===== config.mk =====
export PLATFORM = sky130hd
export DESIGN_NAME = ide_dma_master_flat
export DESIGN_NICKNAME = d
export VERILOG_FILES = /design/src/rtl/ide_dma_master_if.sv /design/src/rtl/ide_dma_master.sv /design/src/flat_wrapper.sv
export SDC_FILE = /design/constraint.sdc
export NUM_CORES = 1
export LEC_CHECK = 0
export ABC_AREA = 1
export CAP_MARGIN = 20
export CORE_ASPECT_RATIO = 0.6
export CORE_MARGIN = 3
export CORE_UTILIZATION = 54
export DETAILED_ROUTE_END_ITERATION = 10
export PLACE_DENSITY = 0.87
export REMOVE_ABC_BUFFERS = 1
export SLEW_MARGIN = 20
export SYNTH_ARGS = -nofsm -noshare
export SYNTH_HDL_FRONTEND = slang
export SYNTH_SLANG_ARGS = --single-unit

===== constraint.sdc =====
create_clock -name clock -period 4.4 [get_ports clock]
set_input_delay 1.32 -clock clock [delete_from_list [all_inputs] [get_ports clock]]
set_output_delay 1.32 -clock clock [all_outputs]
set_load 0.1 [all_outputs]

===== src/rtl/ide_dma_master_if.sv =====
// rtl/ide_dma_master_if.sv - 68030 bus-master signal group for the IDE DMA engine
interface ide_dma_master_if;
    logic        br;
    logic        bg;
    logic        as_in;
    logic        bgack_in;
    logic        bgack;
    logic        bus_drive;
    logic [31:0] addr_out;
    logic [1:0]  siz_out;
    logic        rn_w_out;
    logic        as_out;
    logic        ds_out;
    logic [31:0] data_out;
    logic [1:0]  dsack;
    logic        berr;

    // DMA engine side: requests the bus and runs the write cycle
    modport master (
        output br, bgack, bus_drive, addr_out, siz_out, rn_w_out,
               as_out, ds_out, data_out,
        input  bg, as_in, bgack_in, dsack, berr
    );

    // Arbiter / addressed device side
    modport slave (
        input  br, bgack, bus_drive, addr_out, siz_out, rn_w_out,
               as_out, ds_out, data_out,
        output bg, as_in, bgack_in, dsack, berr
    );
endinterface


===== src/rtl/ide_dma_master.sv =====
// rtl/ide_dma_master.sv - IDE-to-memory bus-master DMA engine for the 68030 bus
module ide_dma_master #(
    parameter int unsigned IDE_STROBE = 3,
    parameter int unsigned TIMEOUT    = 255
) (
    input  logic             clock,
    input  logic             reset,
    input  logic             start,
    input  logic [31:0]      mem_addr,
    input  logic [15:0]      word_count,
    output logic             busy,
    output logic             done,
    output logic             error,
    ide_dma_master_if.master bus,
    input  logic             ide_dma_req,
    output logic             ide_dma_ack,
    output logic             ide_read,
    input  logic [15:0]      ide_data
);
    typedef enum logic [3:0] {
        S_IDLE,
        S_ZERO,
        S_REQ,
        S_OWN,
        S_WAIT_REQ,
        S_IDE_RD,
        S_ADDR,
        S_STROBE,
        S_END,
        S_ABORT,
        S_RELEASE
    } state_t;

    localparam logic [2:0] STROBE_LAST = 3'(IDE_STROBE);
    localparam logic [7:0] TMO_LAST    = 8'(TIMEOUT);

    state_t      state_q;
    logic [31:0] addr_q;
    logic [15:0] count_q;
    logic [15:0] word_q;
    logic [2:0]  str_q;
    logic [7:0]  tmo_q;
    logic        busy_q;
    logic        done_q;
    logic        error_q;
    logic        br_q;
    logic        bgack_q;
    logic        drive_q;
    logic        as_q;
    logic        ack_q;

    // Transfer sequencer; every output is set on the transition into the state that owns it
    always_ff @(posedge clock) begin
        if (reset) begin
            state_q <= S_IDLE;
            addr_q  <= '0;
            count_q <= '0;
            word_q  <= '0;
            str_q   <= '0;
            tmo_q   <= '0;
            busy_q  <= 1'b0;
            done_q  <= 1'b0;
            error_q <= 1'b0;
            br_q    <= 1'b0;
            bgack_q <= 1'b0;
            drive_q <= 1'b0;
            as_q    <= 1'b0;
            ack_q   <= 1'b0;
        end else begin
            done_q <= 1'b0;
            case (state_q)
                S_IDLE: begin
                    if (start) begin
                        error_q <= 1'b0;
                        busy_q  <= 1'b1;
                        addr_q  <= {mem_addr[31:1], 1'b0};
                        count_q <= word_count;
                        if (word_count == 16'd0) begin
                            state_q <= S_ZERO;
                        end else begin
                            br_q    <= 1'b1;
                            state_q <= S_REQ;
                        end
                    end
                end
                S_ZERO: begin
                    busy_q  <= 1'b0;
                    done_q  <= 1'b1;
                    state_q <= S_IDLE;
                end
                S_REQ: begin
                    // Only take the bus once the previous master has fully let go
                    if (bus.bg && !bus.as_in && !bus.bgack_in) begin
                        br_q    <= 1'b0;
                        bgack_q <= 1'b1;
                        drive_q <= 1'b1;
                        state_q <= S_OWN;
                    end
                end
                S_OWN: begin
                    state_q <= S_WAIT_REQ;
                end
                S_WAIT_REQ: begin
                    if (ide_dma_req) begin
                        ack_q   <= 1'b1;
                        str_q   <= 3'd1;
                        state_q <= S_IDE_RD;
                    end
                end
                S_IDE_RD: begin
                    if (str_q == STROBE_LAST) begin
                        word_q  <= ide_data;
                        ack_q   <= 1'b0;
                        state_q <= S_ADDR;
                    end else begin
                        str_q <= str_q + 3'd1;
                    end
                end
                S_ADDR: begin
                    as_q    <= 1'b1;
                    tmo_q   <= 8'd1;
                    state_q <= S_STROBE;
                end
                S_STROBE: begin
                    // BERR outranks DSACK; an 8-bit port cannot take a word write
                    if (bus.berr || bus.dsack == 2'b01) begin
                        as_q    <= 1'b0;
                        error_q <= 1'b1;
                        state_q <= S_ABORT;
                    end else if (bus.dsack[1]) begin
                        as_q    <= 1'b0;
                        state_q <= S_END;
                    end else if (tmo_q == TMO_LAST) begin
                        as_q    <= 1'b0;
                        error_q <= 1'b1;
                        state_q <= S_ABORT;
                    end else begin
                        tmo_q <= tmo_q + 8'd1;
                    end
                end
                S_END: begin
                    addr_q  <= addr_q + 32'd2;
                    count_q <= count_q - 16'd1;
                    if (count_q == 16'd1) begin
                        bgack_q <= 1'b0;
                        drive_q <= 1'b0;
                        done_q  <= 1'b1;
                        state_q <= S_RELEASE;
                    end else begin
                        state_q <= S_WAIT_REQ;
                    end
                end
                S_ABORT: begin
                    bgack_q <= 1'b0;
                    drive_q <= 1'b0;
                    done_q  <= 1'b1;
                    state_q <= S_RELEASE;
                end
                S_RELEASE: begin
                    busy_q  <= 1'b0;
                    state_q <= S_IDLE;
                end
                default: begin
                    state_q <= S_IDLE;
                end
            endcase
        end
    end

    // Bus lanes only carry values while we own the tristates
    assign bus.br        = br_q;
    assign bus.bgack     = bgack_q;
    assign bus.bus_drive = drive_q;
    assign bus.addr_out  = drive_q ? addr_q : 32'd0;
    assign bus.siz_out   = drive_q ? 2'b10 : 2'b00;
    assign bus.rn_w_out  = 1'b0;
    assign bus.as_out    = as_q;
    assign bus.ds_out    = as_q;
    assign bus.data_out  = drive_q ? {word_q, word_q} : 32'd0;

    assign busy        = busy_q;
    assign done        = done_q;
    assign error       = error_q;
    assign ide_dma_ack = ack_q;
    assign ide_read    = ack_q;
endmodule


===== src/flat_wrapper.sv =====
// flat-port wrapper written by rule: the top's interface ports become plain ports
module ide_dma_master_flat 
#(
    parameter int unsigned IDE_STROBE = 3,
    parameter int unsigned TIMEOUT    = 255
)
  (clock, reset, start, mem_addr, word_count, busy, done, error, ide_dma_req, ide_dma_ack, ide_read, ide_data, bus_br, bus_bgack, bus_bus_drive, bus_addr_out, bus_siz_out, bus_rn_w_out, bus_as_out, bus_ds_out, bus_data_out, bus_bg, bus_as_in, bus_bgack_in, bus_dsack, bus_berr);
  ide_dma_master_if bus_i ();
  input  logic clock;
  input  logic reset;
  input  logic start;
  input  logic [31:0] mem_addr;
  input  logic [15:0] word_count;
  output logic busy;
  output logic done;
  output logic error;
  input  logic ide_dma_req;
  output logic ide_dma_ack;
  output logic ide_read;
  input  logic [15:0] ide_data;
  output wire logic [$bits(bus_i.br)-1:0] bus_br;
  output wire logic [$bits(bus_i.bgack)-1:0] bus_bgack;
  output wire logic [$bits(bus_i.bus_drive)-1:0] bus_bus_drive;
  output wire logic [$bits(bus_i.addr_out)-1:0] bus_addr_out;
  output wire logic [$bits(bus_i.siz_out)-1:0] bus_siz_out;
  output wire logic [$bits(bus_i.rn_w_out)-1:0] bus_rn_w_out;
  output wire logic [$bits(bus_i.as_out)-1:0] bus_as_out;
  output wire logic [$bits(bus_i.ds_out)-1:0] bus_ds_out;
  output wire logic [$bits(bus_i.data_out)-1:0] bus_data_out;
  input wire logic [$bits(bus_i.bg)-1:0] bus_bg;
  input wire logic [$bits(bus_i.as_in)-1:0] bus_as_in;
  input wire logic [$bits(bus_i.bgack_in)-1:0] bus_bgack_in;
  input wire logic [$bits(bus_i.dsack)-1:0] bus_dsack;
  input wire logic [$bits(bus_i.berr)-1:0] bus_berr;
  assign bus_br = bus_i.br;
  assign bus_bgack = bus_i.bgack;
  assign bus_bus_drive = bus_i.bus_drive;
  assign bus_addr_out = bus_i.addr_out;
  assign bus_siz_out = bus_i.siz_out;
  assign bus_rn_w_out = bus_i.rn_w_out;
  assign bus_as_out = bus_i.as_out;
  assign bus_ds_out = bus_i.ds_out;
  assign bus_data_out = bus_i.data_out;
  assign bus_i.bg = bus_bg;
  assign bus_i.as_in = bus_as_in;
  assign bus_i.bgack_in = bus_bgack_in;
  assign bus_i.dsack = bus_dsack;
  assign bus_i.berr = bus_berr;
  ide_dma_master #(.IDE_STROBE(IDE_STROBE), .TIMEOUT(TIMEOUT)) u_core (.clock(clock), .reset(reset), .start(start), .mem_addr(mem_addr), .word_count(word_count), .busy(busy), .done(done), .error(error), .bus(bus_i), .ide_dma_req(ide_dma_req), .ide_dma_ack(ide_dma_ack), .ide_read(ide_read), .ide_data(ide_data));
endmodule

==> summary.md <==
| Metric | Value |
|---|---|
| TNS Setup | `0 ps` |
| Syn Area/Cell | `5.83 sq um` |
| Start point of the critical path | `u_core.bus.bgack` |
| Mapped Area | `5760 sq um` |
| Largest net degree at the start of global routing | `52` |
| Worst Setup End Kind | `output pin` |
| CTS H-Tree Depth | `3` |
| Share of cells above drive strength 1 | `10.6%` |
| Sequential fraction of the synthesis area | `29.5%` |
| Via count of the first global-routing pass | `between 5000 and 6000` |
| Leak pwr | `3.26 nW` |
| FF-to-FF Start | `u_core.state_q[3]` |
| P_sw | `0.00139 W` |
| Delay-heaviest family, CP | `flip-flops` |
| GRT Total Usage | `27.9%` |
| Switching Fraction | `between 40% and 50%` |
| Fmax | `0.307 GHz` |
| XOR/XNOR Fraction of Synth Area | `0.304%` |
| FFs w/ async S/R, synth | `0%` |
| Hold buffers post-CTS | `0` |
| CP peak stage delay | `980 ps` |
| Worst hold path class | `reg2reg` |
| Clk_skew | `between 5 and 6 ps` |
| Simple-Gate Fraction of Synth Area | `between 40% and 50%` |
| Most frequent cells in the layout | `336 x nand2_1, 139 x nor2_1, 125 x inv_1` |
| WL per Instance | `13.7 um` |
| Vias after detailed routing | `6453` |
| FP Rows | `28` |
| Combinational fraction of design power | `between 30% and 40%` |
| Die Ht | `86.0 um` |
| Worst VDD drop | `0.314 mV` |
| Crit path DAT | `1940 ps` |
| Antenna cells | `0` |
| Clk pin slew, worst setup/hold paths | `60 ps` |
| Adder-cell share of the synthesized area | `around 1.3%` |
| Final antenna-violating net count | `0` |
| P per Cell Area | `about 440 nW/um^2` |
| Max-cap violations | `0` |
| Result of the run | `completed` |
| Clk buf depth | `2` |
| CTS Sinks | `85` |
| Post-CTS Setup Inserts | `0` |
| WP data required | `3080 ps` |
| Area grow syn2layout | `25.2%` |
| YS warnings | `0` |
| Startpoint types | `register` |
| Post-Layout Inst Area | `7210 sq um` |
| Root Buffer | `clkbuf_16` |
| Netlist cell types | `42` |
| Min-delay src | `u_core.word_q[14]` |
| Final Critical Period | `3260 ps` |
| Total internal power | `0.00180 W` |
| Ys flop type | `dfxtp_1` |
| Die Area | `12000 sq um` |
| Least-Margin Pin Slew | `1050 ps` |
| Post-synthesis mux area share | `0%` |
| Core area | `slightly above 10000 sq um` |
| Resize count post-CTS | `0` |
| Core Util, Final | `71.2%` |
| Nets | `about 1200` |
| Skew-Pair Late Insertion Delay | `350 ps` |
| CTS Buf Count | `9` |
| Unrepaired setup endpoints after global routing | `false` |
| DP Wirelength | `12400 um` |
| DR iter-0 viols | `663` |
| Pre-Repair DR Iteration Count | `7` |
| Tcrit/Tclk final | `74.1%` |
| Sequential Power Share | `34.4%` |
| Mean number of vias per cell | `5.23` |
| Port Buf Inserts | `146` |
| Initial antenna violation count | `0` |
| Placed Area | `6900 sq um` |
| Post-synth EDFFs | `0` |
| Starting Density | `56.9%` |
| Total Power | `about 0.0032 W` |
| Most common cell after layout, fill and taps aside | `nand2_1` |
| GP Congestion | `roughly 0.95` |
| Setup violations, final | `0` |
| Remaining DRCs | `0` |
| First-pass GRT wire length | `27900 um` |
| Slew Viols, Final | `0` |
| Synth Area in Compound Gates | `between 10% and 20%` |
| I/O Pins | `151` |
| Mapped Cells | `989` |
| Die W | `139 um` |
| FF+latch count, synth | `85` |
| CP Max Fanout | `between 50 and 60` |
| Slew margin rel. | `between 30% and 40%` |
| Routed wire length | `16900 um` |
| Crit-path slowest cell | `dfxtp_2` |
| Largest family of logic cells by synthesized area | `simple AND/OR/NAND/NOR gates` |
| CP cell instances | `nand2_1 > inv_1 > buf_4` |
| Kind of critical path | `reg2out` |
| Grt total ovfl | `0` |
| TritonCTS clock tree | `built` |
| Critical path buffers and inverters | `2` |
| Number of hold violations in the final report | `0` |
| Clock share of power | `between 20% and 30%` |
power by group through the flow:
stage / clock network (W) / registers, W / logic [W]
floorplan: 0 / 0.00118 / 0.000803
global placement: 0 / 0.00110 / 0.00122
detailed placement: 0 / 0.00110 / 0.00124
CTS: 0.000823 / 0.00109 / 0.00126
global route: 0.000858 / 0.00112 / 0.00141
finish: 0.000821 / 0.00110 / 0.00127
metal layers:
layer  global-route usage, %  wire, um
met1                    40.6      7860
met2                    42.1      6960
met3                    7.24      1920
met4                    5.15       167
met5                       0         0
cell usage after synthesis, types with 2 or more instances:
master      n  area share (%)
o211ai_1    6            0.78
nor2_4      3            0.59
inv_2       4            0.26
buf_2      12             1.0
buf_6       2            0.39
ha_1        6             1.3
buf_4      27             3.5
nor3_2      2            0.35
a31oi_1     8            0.87
dfxtp_1    85              30
nand2_1   336              22
inv_1     125             8.1
o21ai_2     2            0.30
nand4_1     6            0.65
clkbuf_1   10            0.65
nand3b_1    6            0.78
nor2_2      6            0.65
nand3_2     2            0.35
buf_1       3            0.20
a211oi_1    3            0.39
nand2_2     7            0.76
a21oi_1    67             5.8
inv_6       2            0.30
nor2_1    139             9.1
o21ai_0    27             2.3
nand3_1    66             5.7
o31ai_1     2            0.26
nor3_1     11            0.96
final timing paths:
| kind | cells past startpoint | endpoint | slack (ps) |
|---|---|---|---|
| worst max-delay path | 3 | bus_addr_out[5] | 1140 |
| worst max register to register | 9 | u_core.addr_q[11] | 1940 |
| worst min register to register | 2 | u_core.word_q[14] | 470 |
| worst min-delay path | 2 | u_core.word_q[14] | 470 |
area by class of cell:
| cell class | instances | area, sq um |
|---|---|---|
| Inverter | 131 | 502 |
| Fill cell | 908 | 2910 |
| Sequential cell | 85 | 1700 |
| Timing Repair Buffer | 148 | 1310 |
| Multi-Input combinational cell | 720 | 3220 |
| Clock inverter | 7 | 90.1 |
| Clock buffer | 9 | 225 |
| Tap cell | 135 | 169 |
logic make-up (layout without fill, tap and decap cells):
kind of cell | after synthesis | in the layout
flops | 85 | 85
xor+xnor | 2 | 2
simple gates | 587 | 587
buf+inv | 186 | 295
other cells | 1 | 3
compound gates | 122 | 122
fa+ha+maj | 6 | 6
registers in the layout, summed over array words and instances (netlist names):
signal,count
u_core.count_q,16
u_core.tmo_q,8
u_core.bus.as_out,1
u_core.ide_dma_ack,1
u_core.bus.bgack,1
u_core.word_q,16
u_core.bus.br,1
u_core.done,1
u_core.busy,1
u_core.str_q,3
u_core.error,1
u_core.addr_q,31
u_core.state_q,4
per-stage QoR:
step	instances	worst slack (ps)	hold WS (ps)
after CTS	1235	1160	466
after floorplan	936	-1270	433
final	1235	1140	465
after global placement	1219	943	453
after detailed placement	1219	909	457
after global routing	1235	997	479
tightest hold or removal path, stage by stage (launching register included):
cell and delay [ps]:
dfxtp_1 310, nand2_1 60, a21oi_1 50
Power figures use the tool's default switching activity.
